## src/rtl/dca_matrix_lsu_txn_sched_pkg.sv

```systemverilog
// dca_matrix_lsu_txn_sched_pkg: FSM states, descriptor widths and sizing helpers for the matrix store sequencer
package dca_matrix_lsu_txn_sched_pkg;
  typedef enum logic [1:0] {IDLE, CALC, ISSUE, DRAIN} sched_state_e;
  localparam int ALEN_W = 8;
  function automatic int ceil_div(input int a, input int b);
    return (a + b - 1) / b;
  endfunction
  function automatic int clog2(input int v);
    int r = 0;
    while ((1 << r) < v) r++;
    return r;
  endfunction
  function automatic int mat_dim(input int size_para);
    return 1 << size_para;
  endfunction
endpackage

```

## src/rtl/dca_txn_outstanding_cnt.sv

```systemverilog
// dca_txn_outstanding_cnt: saturating count of issued-but-unacknowledged bursts with limit/zero flags
module dca_txn_outstanding_cnt
  import dca_matrix_lsu_txn_sched_pkg::*;
#(
  parameter int MAX_OUTSTANDING = 4
) (
  input  logic clk,
  input  logic rst,
  input  logic inc,
  input  logic dec,
  output logic at_limit,
  output logic zero
);
  localparam int CW = clog2(MAX_OUTSTANDING + 1);
  logic [CW-1:0] cnt_q, cnt_d;
  logic up, dn;
  assign at_limit = cnt_q >= CW'(MAX_OUTSTANDING);
  assign zero = cnt_q == '0;
  assign up = inc && !at_limit;
  assign dn = dec && !zero;
  always_comb cnt_d = up == dn ? cnt_q : up ? cnt_q + 1'b1 : cnt_q - 1'b1;
  always_ff @(posedge clk or posedge rst)
    if (rst) cnt_q <= '0;
    else cnt_q <= cnt_d;
endmodule

```

## src/rtl/dca_matrix_lsu_txn_sched.sv

```systemverilog
// dca_matrix_lsu_txn_sched: walks a matrix store row by row and emits per-burst write descriptors
module dca_matrix_lsu_txn_sched
  import dca_matrix_lsu_txn_sched_pkg::*;
#(
  parameter int BW_AXI_ADDR      = 32,
  parameter int BW_AXI_DATA      = 32,
  parameter int BW_ELEMENT       = 32,
  parameter int MATRIX_SIZE_PARA = 4,
  parameter int MAX_BURST_LEN    = 16,
  parameter int MAX_OUTSTANDING  = 4
) (
  input  logic                        clk,
  input  logic                        rst,
  input  logic                        inst_valid,
  output logic                        inst_ready,
  input  logic [BW_AXI_ADDR-1:0]      inst_addr,
  input  logic [BW_AXI_ADDR-1:0]      inst_stride,
  input  logic [MATRIX_SIZE_PARA-1:0] inst_num_row_m1,
  input  logic [MATRIX_SIZE_PARA-1:0] inst_num_col_m1,
  output logic                        txn_valid,
  input  logic                        txn_ready,
  output logic [BW_AXI_ADDR+2:0]      txn_bitaddr,
  output logic [ALEN_W-1:0]           txn_alen,
  output logic                        txn_last,
  output logic                        txn_skip,
  input  logic                        wdone,
  output logic                        busy,
  output logic                        done,
  output logic                        err
);
  localparam int M = MATRIX_SIZE_PARA;
  localparam int BPB_SH = clog2(BW_AXI_DATA / 8);
  localparam int EPB = BW_AXI_DATA / BW_ELEMENT;
  localparam int EPB_SH = clog2(EPB);
  localparam int MAX_ROW_BEATS = ceil_div(mat_dim(M) * BW_ELEMENT, BW_AXI_DATA);
  localparam int BT_W = clog2((MAX_ROW_BEATS > MAX_BURST_LEN ? MAX_ROW_BEATS : MAX_BURST_LEN) + 1);
  localparam logic [BW_AXI_ADDR-1:0] ALIGN_MASK = BW_AXI_ADDR'((BW_AXI_DATA / 8) - 1);
  typedef logic [BW_AXI_ADDR-1:0] addr_t;
  typedef logic [BT_W-1:0] beats_t;
  sched_state_e state_q, state_d;
  addr_t addr_q, addr_d, stride_q, stride_d, row_ptr_q, row_ptr_d, burst_ptr_q, burst_ptr_d;
  logic [M-1:0] nrow_q, nrow_d, ncol_q, ncol_d, row_cnt_q, row_cnt_d;
  beats_t row_beats_q, row_beats_d, beats_left_q, beats_left_d, beats, rb;
  logic skip_q, skip_d, err_q, err_d, done_q, done_d;
  logic at_limit, cnt_zero, hs, in_issue, last_burst, mis;
  // element count per row rounded up to whole bus beats; widths are powers of two
  assign rb = beats_t'((int'(ncol_q) + EPB) >> EPB_SH);
  assign mis = ((addr_q | stride_q) & ALIGN_MASK) != '0;
  assign beats = beats_left_q > beats_t'(MAX_BURST_LEN) ? beats_t'(MAX_BURST_LEN) : beats_left_q;
  assign last_burst = row_cnt_q == nrow_q && beats_left_q == beats;
  assign in_issue = state_q == ISSUE;
  assign hs = txn_valid && txn_ready;
  assign inst_ready = state_q == IDLE;
  assign busy = !inst_ready;
  assign done = done_q;
  assign err = err_q;
  assign txn_valid = in_issue && !at_limit;
  assign txn_bitaddr = in_issue ? {burst_ptr_q, 3'b000} : '0;
  assign txn_alen = in_issue && !skip_q ? ALEN_W'(beats - 1'b1) : '0;
  assign txn_last = in_issue && (skip_q || last_burst);
  assign txn_skip = in_issue && skip_q;
  always_comb begin
    state_d = state_q;
    addr_d = addr_q;
    stride_d = stride_q;
    nrow_d = nrow_q;
    ncol_d = ncol_q;
    row_ptr_d = row_ptr_q;
    burst_ptr_d = burst_ptr_q;
    row_cnt_d = row_cnt_q;
    row_beats_d = row_beats_q;
    beats_left_d = beats_left_q;
    skip_d = skip_q;
    err_d = err_q;
    done_d = 1'b0;
    case (state_q)
      IDLE: if (inst_valid) begin
        state_d = CALC;
        addr_d = inst_addr;
        stride_d = inst_stride;
        nrow_d = inst_num_row_m1;
        ncol_d = inst_num_col_m1;
        err_d = 1'b0;
      end
      CALC: begin
        state_d = ISSUE;
        row_beats_d = rb;
        beats_left_d = rb;
        row_ptr_d = addr_q;
        burst_ptr_d = addr_q;
        row_cnt_d = '0;
        skip_d = mis;
        err_d = mis;
      end
      ISSUE: if (hs) begin
        if (skip_q || last_burst) state_d = DRAIN;
        else if (beats_left_q == beats) begin
          row_cnt_d = row_cnt_q + 1'b1;
          row_ptr_d = row_ptr_q + stride_q;
          burst_ptr_d = row_ptr_q + stride_q;
          beats_left_d = row_beats_q;
        end else begin
          burst_ptr_d = burst_ptr_q + (addr_t'(beats) << BPB_SH);
          beats_left_d = beats_left_q - beats;
        end
      end
      DRAIN: if (cnt_zero) begin
        state_d = IDLE;
        done_d = 1'b1;
      end
      default: state_d = IDLE;
    endcase
  end
  always_ff @(posedge clk or posedge rst)
    if (rst) begin
      state_q <= IDLE;
      addr_q <= '0;
      stride_q <= '0;
      nrow_q <= '0;
      ncol_q <= '0;
      row_ptr_q <= '0;
      burst_ptr_q <= '0;
      row_cnt_q <= '0;
      row_beats_q <= '0;
      beats_left_q <= '0;
      skip_q <= 1'b0;
      err_q <= 1'b0;
      done_q <= 1'b0;
    end else begin
      state_q <= state_d;
      addr_q <= addr_d;
      stride_q <= stride_d;
      nrow_q <= nrow_d;
      ncol_q <= ncol_d;
      row_ptr_q <= row_ptr_d;
      burst_ptr_q <= burst_ptr_d;
      row_cnt_q <= row_cnt_d;
      row_beats_q <= row_beats_d;
      beats_left_q <= beats_left_d;
      skip_q <= skip_d;
      err_q <= err_d;
      done_q <= done_d;
    end
  // skip descriptors carry no data, so they never wait for a completion
  dca_txn_outstanding_cnt #(.MAX_OUTSTANDING(MAX_OUTSTANDING)) u_cnt (
    .clk(clk),
    .rst(rst),
    .inc(hs && !skip_q),
    .dec(wdone),
    .at_limit(at_limit),
    .zero(cnt_zero)
  );
endmodule
```

## config.mk

```make
export PLATFORM = sky130hd
export DESIGN_NAME = dca_matrix_lsu_txn_sched
export DESIGN_NICKNAME = d
export VERILOG_FILES = /design/src/rtl/dca_matrix_lsu_txn_sched_pkg.sv /design/src/rtl/dca_txn_outstanding_cnt.sv /design/src/rtl/dca_matrix_lsu_txn_sched.sv
export SDC_FILE = /design/constraint.sdc
export NUM_CORES = 1
export LEC_CHECK = 0
export CAP_MARGIN = 10
export CORE_MARGIN = 2
export CORE_UTILIZATION = 33
export CTS_BUF_LIST = sky130_fd_sc_hd__clkbuf_8
export DETAILED_ROUTE_END_ITERATION = 10
export PLACE_DENSITY = 0.6
export SETUP_SLACK_MARGIN = 0.1
export SLEW_MARGIN = 20
export SYNTH_ARGS = -nofsm -noshare
export SYNTH_HDL_FRONTEND = slang
export SYNTH_HIERARCHICAL = 1
export SYNTH_SLANG_ARGS = --single-unit
```

## constraint.sdc

```tcl
create_clock -name clk -period 8.2 [get_ports clk]
set_clock_uncertainty 0.15 [all_clocks]
set_input_delay 2.46 -clock clk [delete_from_list [all_inputs] [get_ports clk]]
set_output_delay 2.46 -clock clk [all_outputs]
set_load 0.05 [all_outputs]
```

==> key figures <==
Run status
  • Outcome: completed

Synth
  • Mapped Cells: 1059
  • Syn. warnings: 6
  • FFs w/ async S/R, synth: between 90% and 100%
  • EDFF count, synth: 0
  • Mapped cell area: between 0.009 and 0.01 mm^2
  • Post-Synth Adder-Cell Area: 6.295%
  • Largest family of logic cells by synthesized area: compound AO/OA/AOI/OAI gates
  • Post-synth cell types: between 70 and 80
  • Post-synthesis compound-gate area fraction: 18.39%
  • Sequential element share of the synthesized area: 40.18%
  • Seq cells post-synth: 158
  • Synthesized area per cell: between 9 and 10 um^2
  • Synth Area in Simple Gates: 16.53%
  • Mux contribution to synthesized area: 10.27%
  • Top_reg_cell synth: dfrtp_1
  • Post-Synth XOR/XNOR Area: approximately 4%

Worst setup path
  • Flop2flop setup slack: 4140 ps
  • Startpoint Class: register
  • Critical path class: reg2out
  • Critical Path Sink Type: primary output
  • Worst reg2reg startpoint: state_q[0]
  • Worst-path fanout max: between 70 and 80
  • Worst-case reg-to-reg path depth: 12
  • Critical path required time: 5590 ps
  • Reg2reg end: burst_ptr_q[29]
  • Crit path arrival time: 2970 ps

Routing
  • DRC violations left: 0
  • DR WL/cell: 18.10 um
  • Via count: 8363
  • Antenna-violating nets left: 0
  • DR pass1 iterations: 5
  • Routed wire length: 28030 um
  • Drt initial violations: 579
  • Post-DR vias/cell: ~5.4

Floorplan
  • Io pins: between 100 and 150
  • Die Area: approximately 0.031 mm^2
  • Die Wd: 176.7 um
  • Core Area: 0.02948 mm^2
  • Die Y: about 180 um
  • Initial Util: 33.38%
  • FP Rows: between 60 and 70

Finish
  • Post-Layout Cell Count: between 1500 and 2000
  • N_diodes: 0
  • Final nets: 1269
  • Share of cells above drive strength 1: 12.09%
  • Fin area: 0.01177 mm^2
  • Sequential cell area: 0.003954 mm^2
  • Fill cells: approximately 2900
  • Layout area overhead: 19.57%
  • Multi-input gate area: 0.005497 mm^2

Placement
  • Placement Cell Area: 0.01134 mm^2
  • GPL Wtd Cong: 0.8771
  • Hpwl dp: ~20000 um
  • PortBufs: 123
  • Placed cells: 1517

Timing
  • Endpoints failing hold: 0
  • Min cycle time layout: between 5000 and 6000 ps
  • RSZ-0062 raised after global routing: false
  • Final Max Slew Viols: 0
  • FMAX: between 150 and 200 MHz
  • Period utilization: 68.07%
  • Setup TNS: 0 ps
  • Final setup vio count: 0
  • Measured slew at the worst slew-check pin: 1038 ps
  • Rel. slew slack: 30.80%

Global route
  • Gr ovfl total: 0
  • Number of global-route vias before repair: 8301
  • First-pass GRT wire length: 44600 um
  • Largest net degree at the start of global routing: 95
  • Total GRT Usage: 18.30%
  • Number of antenna violations at the first check in global routing: 1

Job
  • Max-cap violations: 0

Clock tree
  • Postcts setup bufs: 0
  • TritonCTS buffer count: 17
  • # hold bufs at CTS: 0
  • Sink Count: around 160
  • Root Driver: clkbuf_8
  • Worst skew pair latency: 480 ps
  • Clk slew on worst S/H paths: 90 ps
  • CTS tree: done
  • H-tree levels: 4
  • Post-CTS sizing: 0
  • Maximum root-to-sink buffer count: 2

Min path
  • Hold EP: row_ptr_q[25]
  • HP Class: reg2reg
  • HP Start: row_ptr_q[25]
  • Hold Path Depth: 1
Yosys cell counts (all sizes together) (3+ instances only):
library cell | number | area, um^2
a311oi | 4 | 35.03
and3 | 18 | 112.6
dfrtp | 158 | 3954
inv | 29 | 108.9
nand2b | 11 | 71.32
xnor2 | 23 | 201.4
o211ai | 13 | 97.59
mux2 | 80 | 900.9
nand3 | 33 | 165.2
o221ai | 4 | 35.03
a31oi | 8 | 50.05
ha | 43 | 538.0
mux2i | 11 | 110.1
o22ai | 20 | 125.1
nor2b | 7 | 43.79
a221oi | 5 | 43.79
a2111oi | 4 | 53.81
o31a | 3 | 26.28
or3 | 3 | 18.77
or2 | 5 | 31.28
nor3 | 22 | 110.1
a21o | 11 | 82.58
o21bai | 5 | 37.54
fa | 3 | 60.06
nor2 | 98 | 367.9
nor4 | 6 | 43.79
a21oi | 92 | 468.0
clkbuf | 40 | 151.4
buf | 25 | 157.7
a211oi | 9 | 67.56
o21a | 9 | 67.56
o21ai | 62 | 310.3
xor2 | 22 | 192.7
nand2 | 85 | 319.1
o31ai | 4 | 35.03
and2 | 37 | 231.5
nand4 | 11 | 68.82
registers in the layout (all words and copies together), names as in the netlist, 5 cells and up:
register / cells
stride_q: 32
addr_q: 32
row_beats_q: 5
burst_ptr_q: 32
row_ptr_q: 32
beats_left_q: 5
logic make-up after synthesis:
group           count (synthesis)
simple gates                  341
compound gates                280
flops                         158
buf+inv                        94
mux                            91
fa+ha+maj                      48
xor+xnor                       45
other cells                     2
how the worst max path moves through the flow:
stage | startpoint | endpoint | slack [ps] | cells after the start
6_report | state_q[0] | txn_skip | 2620 | 5
5_1_grt | beats_left_q[1] | txn_last | 2490 | 5
4_1_cts | state_q[0] | txn_skip | 2580 | 5
3_5_place_dp | txn_ready | burst_ptr_q[29] | 3060 | 10
3_3_place_gp | txn_ready | row_ptr_q[29] | 3080 | 10
2_1_floorplan | rst | addr_q[0] | 1410 | 1
cells in the final DEF, fill, tap and decap left out, types with 4 or more instances in the layout:
cell / count
buf_4: 8
nor2_1: 98
a31oi_1: 8
a21oi_1: 90
nand2_1: 84
o21a_1: 9
xnor2_1: 23
mux2i_1: 11
and2_1: 37
nor4_1: 5
o21ai_1: 5
or2_2: 5
xor2_1: 22
conb_1: 4
o211ai_1: 13
nand3_1: 33
ha_1: 42
o21bai_1: 5
a21o_1: 11
nand2b_1: 10
a311oi_1: 4
nand4_1: 11
a221oi_1: 5
inv_1: 28
a211oi_1: 9
o221ai_1: 4
nor3_1: 22
and3_1: 18
nor2b_1: 7
clkdlybuf4s50_1: 123
o21ai_0: 56
mux2_2: 80
dfrtp_1: 158
clkbuf_8: 19
o22ai_1: 20
cell type report:
| type | count | area share, % |
|---|---|---|
| Sequential cell | 158 | 33.61 |
| Inverter | 29 | 0.9678 |
| Timing Repair Buffer | 131 | 10.98 |
| Tap cell | 390 | 4.148 |
| Clock buffer | 19 | 2.223 |
| Multi-Input combinational cell | 809 | 46.72 |
| Clock inverter | 12 | 1.361 |
layer usage:
layer | global-route usage, % | part of all wire, % | vias to the layer above
li1 | - | - | 3983
met1 | 24.87 | 46 | 4029
met2 | 29.33 | 46 | 314
met3 | 3.973 | 7.0 | 37
met4 | 5.269 | 1.7 | 0
met5 | 0 | 0 | -
worst max-delay path: stages (launching register included):
cell	delay, ps
dfrtp_1	420
inv_1	100
ha_2	190
buf_4	660
and2_1	290
clkdlybuf4s50_1	820
stage by stage:
step	utilization, %	worst slack (ps)	hold slack (ps)
2_1_floorplan	-	1412	307.8
3_3_place_gp	38.48	3084	331.8
3_5_place_dp	38.48	3060	338.1
4_1_cts	39.91	2576	358.4
5_1_grt	39.91	2486	380.5
6_report	39.91	2619	351.9
Power is left out: the tool's default activity adds up to more than one toggle a clock period on the data nets, which glitch-free logic cannot reach.
